$ cat src/rtl/nic_csr_arb.sv
// Round-robin arbiter in front of the NIC control/status register file.
// Serialises requester accesses, waits out the read latency, returns ack and read data.
//
// state  | meaning
// IDLE   | sample pending requests, pick next requester from the RR pointer
// ACCESS | address/data on the regfile port; write strobe high for writes
// WAIT   | read only: hold address for the remaining RD_LATENCY-1 cycles
// ACK    | one-cycle ack pulse to the granted requester, advance the RR pointer
module nic_csr_arb #(
  parameter int REQ_CNT    = 2,
  parameter int A_WIDTH    = 10,
  parameter int D_WIDTH    = 16,
  parameter int RD_LATENCY = 1
) (
  input  logic                            clk_i,
  input  logic                            rst_i,
  input  logic [REQ_CNT-1:0]              req_rd_i,
  input  logic [REQ_CNT-1:0]              req_wr_i,
  input  logic [REQ_CNT*A_WIDTH-1:0]      req_addr_i,
  input  logic [REQ_CNT*D_WIDTH-1:0]      req_wr_data_i,
  input  logic [REQ_CNT*(D_WIDTH/8)-1:0]  req_be_i,
  output logic [REQ_CNT-1:0]              req_ack_o,
  output logic [D_WIDTH-1:0]              req_rd_data_o,
  output logic [A_WIDTH-1:0]              csr_addr_o,
  output logic                            csr_wr_en_o,
  output logic [D_WIDTH-1:0]              csr_wr_data_o,
  output logic [D_WIDTH/8-1:0]            csr_be_o,
  input  logic [D_WIDTH-1:0]              csr_rd_data_i
);

  localparam int IDX_W = $clog2(REQ_CNT);
  localparam int BE_W  = D_WIDTH / 8;
  localparam int CNT_W = 2;
  // WAIT covers RD_LATENCY-1 cycles; the down-counter terminates at zero.
  localparam logic [CNT_W-1:0] WAIT_LOAD = (RD_LATENCY > 1) ? CNT_W'(RD_LATENCY - 2) : '0;
  localparam logic [IDX_W-1:0] LAST_IDX  = IDX_W'(REQ_CNT - 1);
  localparam logic [IDX_W:0]   CNT_EXT   = (IDX_W + 1)'(REQ_CNT);

  typedef enum logic [1:0] {
    IDLE   = 2'd0,
    ACCESS = 2'd1,
    WAIT   = 2'd2,
    ACK    = 2'd3
  } state_t;

  state_t             state;
  logic [IDX_W-1:0]   rr_ptr;
  logic [IDX_W-1:0]   grant;
  logic               grant_wr;
  logic [CNT_W-1:0]   wait_cnt;

  logic [REQ_CNT-1:0] pending;
  logic [REQ_CNT-1:0] grant_onehot;
  logic               sel_found;
  logic [IDX_W-1:0]   sel_idx;
  logic [IDX_W:0]     cand_ext;
  logic [IDX_W-1:0]   cand;
  logic [A_WIDTH-1:0] sel_addr;
  logic [D_WIDTH-1:0] sel_wdata;
  logic [BE_W-1:0]    sel_be;

  assign pending      = req_rd_i | req_wr_i;
  assign grant_onehot = REQ_CNT'(1) << grant;

  // First pending requester at or above the RR pointer, wrapping around.
  always_comb begin
    sel_found = 1'b0;
    sel_idx   = '0;
    cand_ext  = '0;
    cand      = '0;
    for (int k = 0; k < REQ_CNT; k++) begin
      cand_ext = {1'b0, rr_ptr} + (IDX_W + 1)'(k);
      if (cand_ext >= CNT_EXT) cand_ext = cand_ext - CNT_EXT;
      cand = cand_ext[IDX_W-1:0];
      if (!sel_found && pending[cand]) begin
        sel_found = 1'b1;
        sel_idx   = cand;
      end
    end
  end

  always_comb begin
    sel_addr  = req_addr_i[sel_idx*A_WIDTH +: A_WIDTH];
    sel_wdata = req_wr_data_i[sel_idx*D_WIDTH +: D_WIDTH];
    sel_be    = req_be_i[sel_idx*BE_W +: BE_W];
  end

  always_ff @(posedge clk_i) begin
    if (rst_i) begin
      state         <= IDLE;
      rr_ptr        <= '0;
      grant         <= '0;
      grant_wr      <= 1'b0;
      wait_cnt      <= '0;
      req_ack_o     <= '0;
      req_rd_data_o <= '0;
      csr_addr_o    <= '0;
      csr_wr_en_o   <= 1'b0;
      csr_wr_data_o <= '0;
      csr_be_o      <= '0;
    end else begin
      req_ack_o <= '0;
      case (state)
        IDLE: begin
          csr_wr_en_o <= 1'b0;
          if (sel_found) begin
            grant         <= sel_idx;
            grant_wr      <= req_wr_i[sel_idx];
            csr_addr_o    <= sel_addr;
            csr_wr_data_o <= sel_wdata;
            csr_be_o      <= sel_be;
            // rd+wr together from one requester is a write
            csr_wr_en_o   <= req_wr_i[sel_idx];
            state         <= ACCESS;
          end
        end
        ACCESS: begin
          csr_wr_en_o <= 1'b0;
          if (grant_wr) begin
            req_ack_o <= grant_onehot;
            state     <= ACK;
          end else if (RD_LATENCY == 1) begin
            req_rd_data_o <= csr_rd_data_i;
            req_ack_o     <= grant_onehot;
            state         <= ACK;
          end else begin
            wait_cnt <= WAIT_LOAD;
            state    <= WAIT;
          end
        end
        WAIT: begin
          if (wait_cnt == '0) begin
            req_rd_data_o <= csr_rd_data_i;
            req_ack_o     <= grant_onehot;
            state         <= ACK;
          end else begin
            wait_cnt <= wait_cnt - 1'b1;
          end
        end
        ACK: begin
          rr_ptr <= (grant == LAST_IDX) ? '0 : grant + 1'b1;
          state  <= IDLE;
        end
        default: state <= IDLE;
      endcase
    end
  end

endmodule

$ cat config.mk
export PLATFORM = sky130hd
export DESIGN_NAME = nic_csr_arb
export DESIGN_NICKNAME = d
export VERILOG_FILES = /design/src/rtl/nic_csr_arb.sv
export SDC_FILE = /design/constraint.sdc
export NUM_CORES = 1
export LEC_CHECK = 0
export ABC_AREA = 1
export BUFFER_PORTS_ARGS = -buffer_cell sky130_fd_sc_hd__clkbuf_2
export CAP_MARGIN = 20
export CORE_MARGIN = 4
export CORE_UTILIZATION = 30
export CTS_CLUSTER_SIZE = 24
export DETAILED_ROUTE_END_ITERATION = 8
export GPL_TIMING_DRIVEN = 0
export HOLD_SLACK_MARGIN = 0.06
export SLEW_MARGIN = 40
export SYNTH_ARGS = -nofsm -noshare
export SYNTH_HDL_FRONTEND = slang
export SYNTH_SLANG_ARGS = --single-unit
export TNS_END_PERCENT = 50
$ cat constraint.sdc
create_clock -name clk_i -period 1.7 [get_ports clk_i]
set_input_delay 0.085 -clock clk_i [delete_from_list [all_inputs] [get_ports clk_i]]
set_output_delay 0.085 -clock clk_i [all_outputs]
set_load 0.01 [all_outputs]
==> impl_metrics.tcl <==
set metrics [dict create \
    yosysUniqueCellTypes 29 \
    cts_root_buf "clkbuf_8" \
    core-area_sq_mm 0.00889 \
    swShare_pct 33.2 \
    hold_class "in2reg" \
    whs_endpoint "csr_wr_data_o[9]" \
    clockBufferDepth 2 \
    cp_cell_sequence "inv_1 > ha_1 > o21ai_1 > o21ai_2 > buf_2 > o21ai_0 > nor2_1" \
    rsz0062_at_grt "no" \
    clockPowerShare_pct 24.9 \
    power_frac_comb_pct 32.7 \
    cts_num_sinks 54 \
    max_slew.worst_pin.slew_ps 678 \
    cts_tree "done" \
    clock.fmax_mhz 680 \
    ir_drop_v 0.000362 \
    netlist_instances 360 \
    dp_hpwl_microns 5670 \
    row_count 34 \
    cap_viol_max_count 0 \
    synth-seq-cells 54 \
    syn-cell-area_sq_mm 0.00279 \
    grt_pass1_vias 2803 \
    die_h_microns 104 \
    design.die.area_sq_mm 0.0109 \
    min-delay-start "req_wr_data_i[25]" \
    path_max_fanout 10 \
    port_buffers 124 \
    place_ws_ps 178 \
    seq_power_share_pct 42.4 \
    wl_microns 7570 \
    layout_commonest_cell "clkbuf_2" \
    arrival_ps 1680 \
    clkSlewWorstSetupHoldPaths_ps 100 \
    grt_max_degree 19 \
    grt_pass1_wl_microns 12900 \
    start_util_pct 31.3 \
    syn_nets 443 \
    synth-seq-area-share_pct 38.8 \
    drc 0 \
    routabilityCongestion 0.754 \
    worst-r2r-setup-slack_ps 230 \
    cts-htree-levels 2 \
    drt_iter0_markers 70 \
    min_period_ps 1470 \
    timing.final.crit_share_pct 86.5 \
    grt_use_total_pct 14.0 \
    reg2reg_depth 7 \
    final_cell_mix "clkbuf_2 (124), nand2_1 (59), dfxtp_1 (54)" \
    drv_slew 0 \
    critical_path_class "reg2reg" \
    slew_headroom_pct 54.8 \
    final_antenna_net_count 0 \
    clk_latency_ps 310 \
    grt_antenna_before_repair 0 \
    internal_power_mw 2.42 \
    synth_top_area_share_pct 38.8 \
    rr_startpoint "state[0]" \
    vias 2769 \
    required_ps 1910 \
    antennaDiodeCount 0 \
    endpoint_kind "flip-flop" \
    min_path_cells 5 \
    setup_tns_ps 0 \
    hold_viol 0 \
    drive_above_1_share_pct 41.9 \
    fin_ws_ps 229 \
    switching_power_mw 1.20 \
    setup_viol 0 \
    finClkSkew_ps 4.11 \
    status "completed" \
    startpoint_type "flip-flop" \
    cp_slowest_stage_delay_ps 370 \
    synth.area.top_cells "dfxtp_1 (39%), nand2_1 (8.0%), nor2_1 (7.0%)" \
    first_pass_iters 4 \
    syn_area_per_cell_sq_um 7.74 \
    fillers 863 \
    grt_overflow_total 0 \
    io_pins 125 \
    power_leakage_nw 1.97 \
    critPathSlowestCell "dfxtp_1" \
    power_mw 3.62 \
    yosysWarningCount 0 \
    synth_top_cell_by_area "dfxtp_1" \
    post_cts.resized_instances 0 \
    fin_nets 610 \
    fp.dieW_microns 104 \
    power_density_mw_per_mm2 901 \
    area_growth_pct 44.2 \
    via_per_inst 4.35 \
    reg2reg_to "req_rd_data_o[6]" \
    numCtsBuffers 5 \
    wire_per_inst_microns 11.9 \
]
## power groups by stage
stage	Sequential [mW]	Combinational (mW)	Clock, mW
global placement	1.56	1.12	0
CTS	1.53	1.19	0.946
finish	1.53	1.18	0.901
floorplan	1.62	0.667	0
global route	1.55	1.33	0.998
detailed placement	1.56	1.13	0
## cell families after synthesis
group                    Yosys count  synth area share, %
flip-flops                        54                 38.8
AND/OR/NAND/NOR                  190                 35.4
buffers and inverters             63                 12.0
adder cells (fa/ha/maj)            5                 2.25
AO/OA/AOI/OAI                     48                 11.5
## per-layer routing
layer | wire length [microns] | track usage (%)
met3 | 528 | 3.23
met5 | 0 | 0
met2 | 3470 | 24.4
met4 | 136 | 3.99
met1 | 3430 | 17.3
## cells in the mapped netlist, drive strengths merged
cell,n
a21oi,23
o21ai,25
nand2,82
ha,5
clkbuf,3
nor2,62
nand3b,15
clkinv,16
buf,15
nand3,30
or2,1
dfxtp,54
inv,29
## worst max-delay path by stage
| stage | startpoint | endpoint | slack (ps) |
|---|---|---|---|
| floorplan | state[0] | req_rd_data_o[10] | 350 |
| global placement | state[0] | req_rd_data_o[5] | 190 |
| detailed placement | state[0] | req_rd_data_o[10] | 180 |
| CTS | state[0] | req_rd_data_o[10] | 160 |
| global route | state[0] | req_rd_data_o[6] | 50 |
| finish | state[0] | req_rd_data_o[6] | 230 |
## sequential cells by signal, summed over array words and instances, names as in the netlist
signal	cells
grant	1
req_ack_o	2
wait_cnt	2
grant_wr	1
state	2
csr_addr_o	10
rr_ptr	1
req_rd_data_o	16
csr_wr_data_o	16
csr_wr_en_o	1
csr_be_o	2
## metrics by stage
| stage | std cells | util, % | hold slack, ps | instance area (sq um) |
|---|---|---|---|---|
| after floorplan | 360 | - | 249 | 2790 |
| after global placement | 592 | 39.8 | 340 | 3540 |
| after detailed placement | 592 | 39.8 | 348 | 3540 |
| after CTS | 635 | 45.1 | 60.3 | 4010 |
| after global routing | 636 | 45.2 | 78.9 | 4020 |
| final | 636 | 45.2 | 69.9 | 4020 |
## cell type report
class / count / area, sq um / area share [%]
timing repair buffer: 160 / 978 / 24.4
sequential: 54 / 1080 / 26.9
clock buffer: 5 / 68.8 / 1.71
multi-input combinational: 243 / 1370 / 34.1
buffer: 18 / 159 / 3.96
tap: 108 / 135 / 3.37
inverter: 45 / 176 / 4.39
clock inverter: 3 / 47.5 / 1.18
## worst max-delay path: cells and delay by family (launching register included)
kind                     cells  cell delay [ps]
AND/OR/NAND/NOR              1               50
adder cells (fa/ha/maj)      1              220
AO/OA/AOI/OAI                3              460
flip-flops                   1              370
buffers and inverters        2              270
## repair_timing
item	CTS	global route
hold endpoints to repair	30	0
hold buffers	35	0
endpoints found under the setup margin	0	3
buffers inserted	0	1
(Power assumes the default switching activity.)
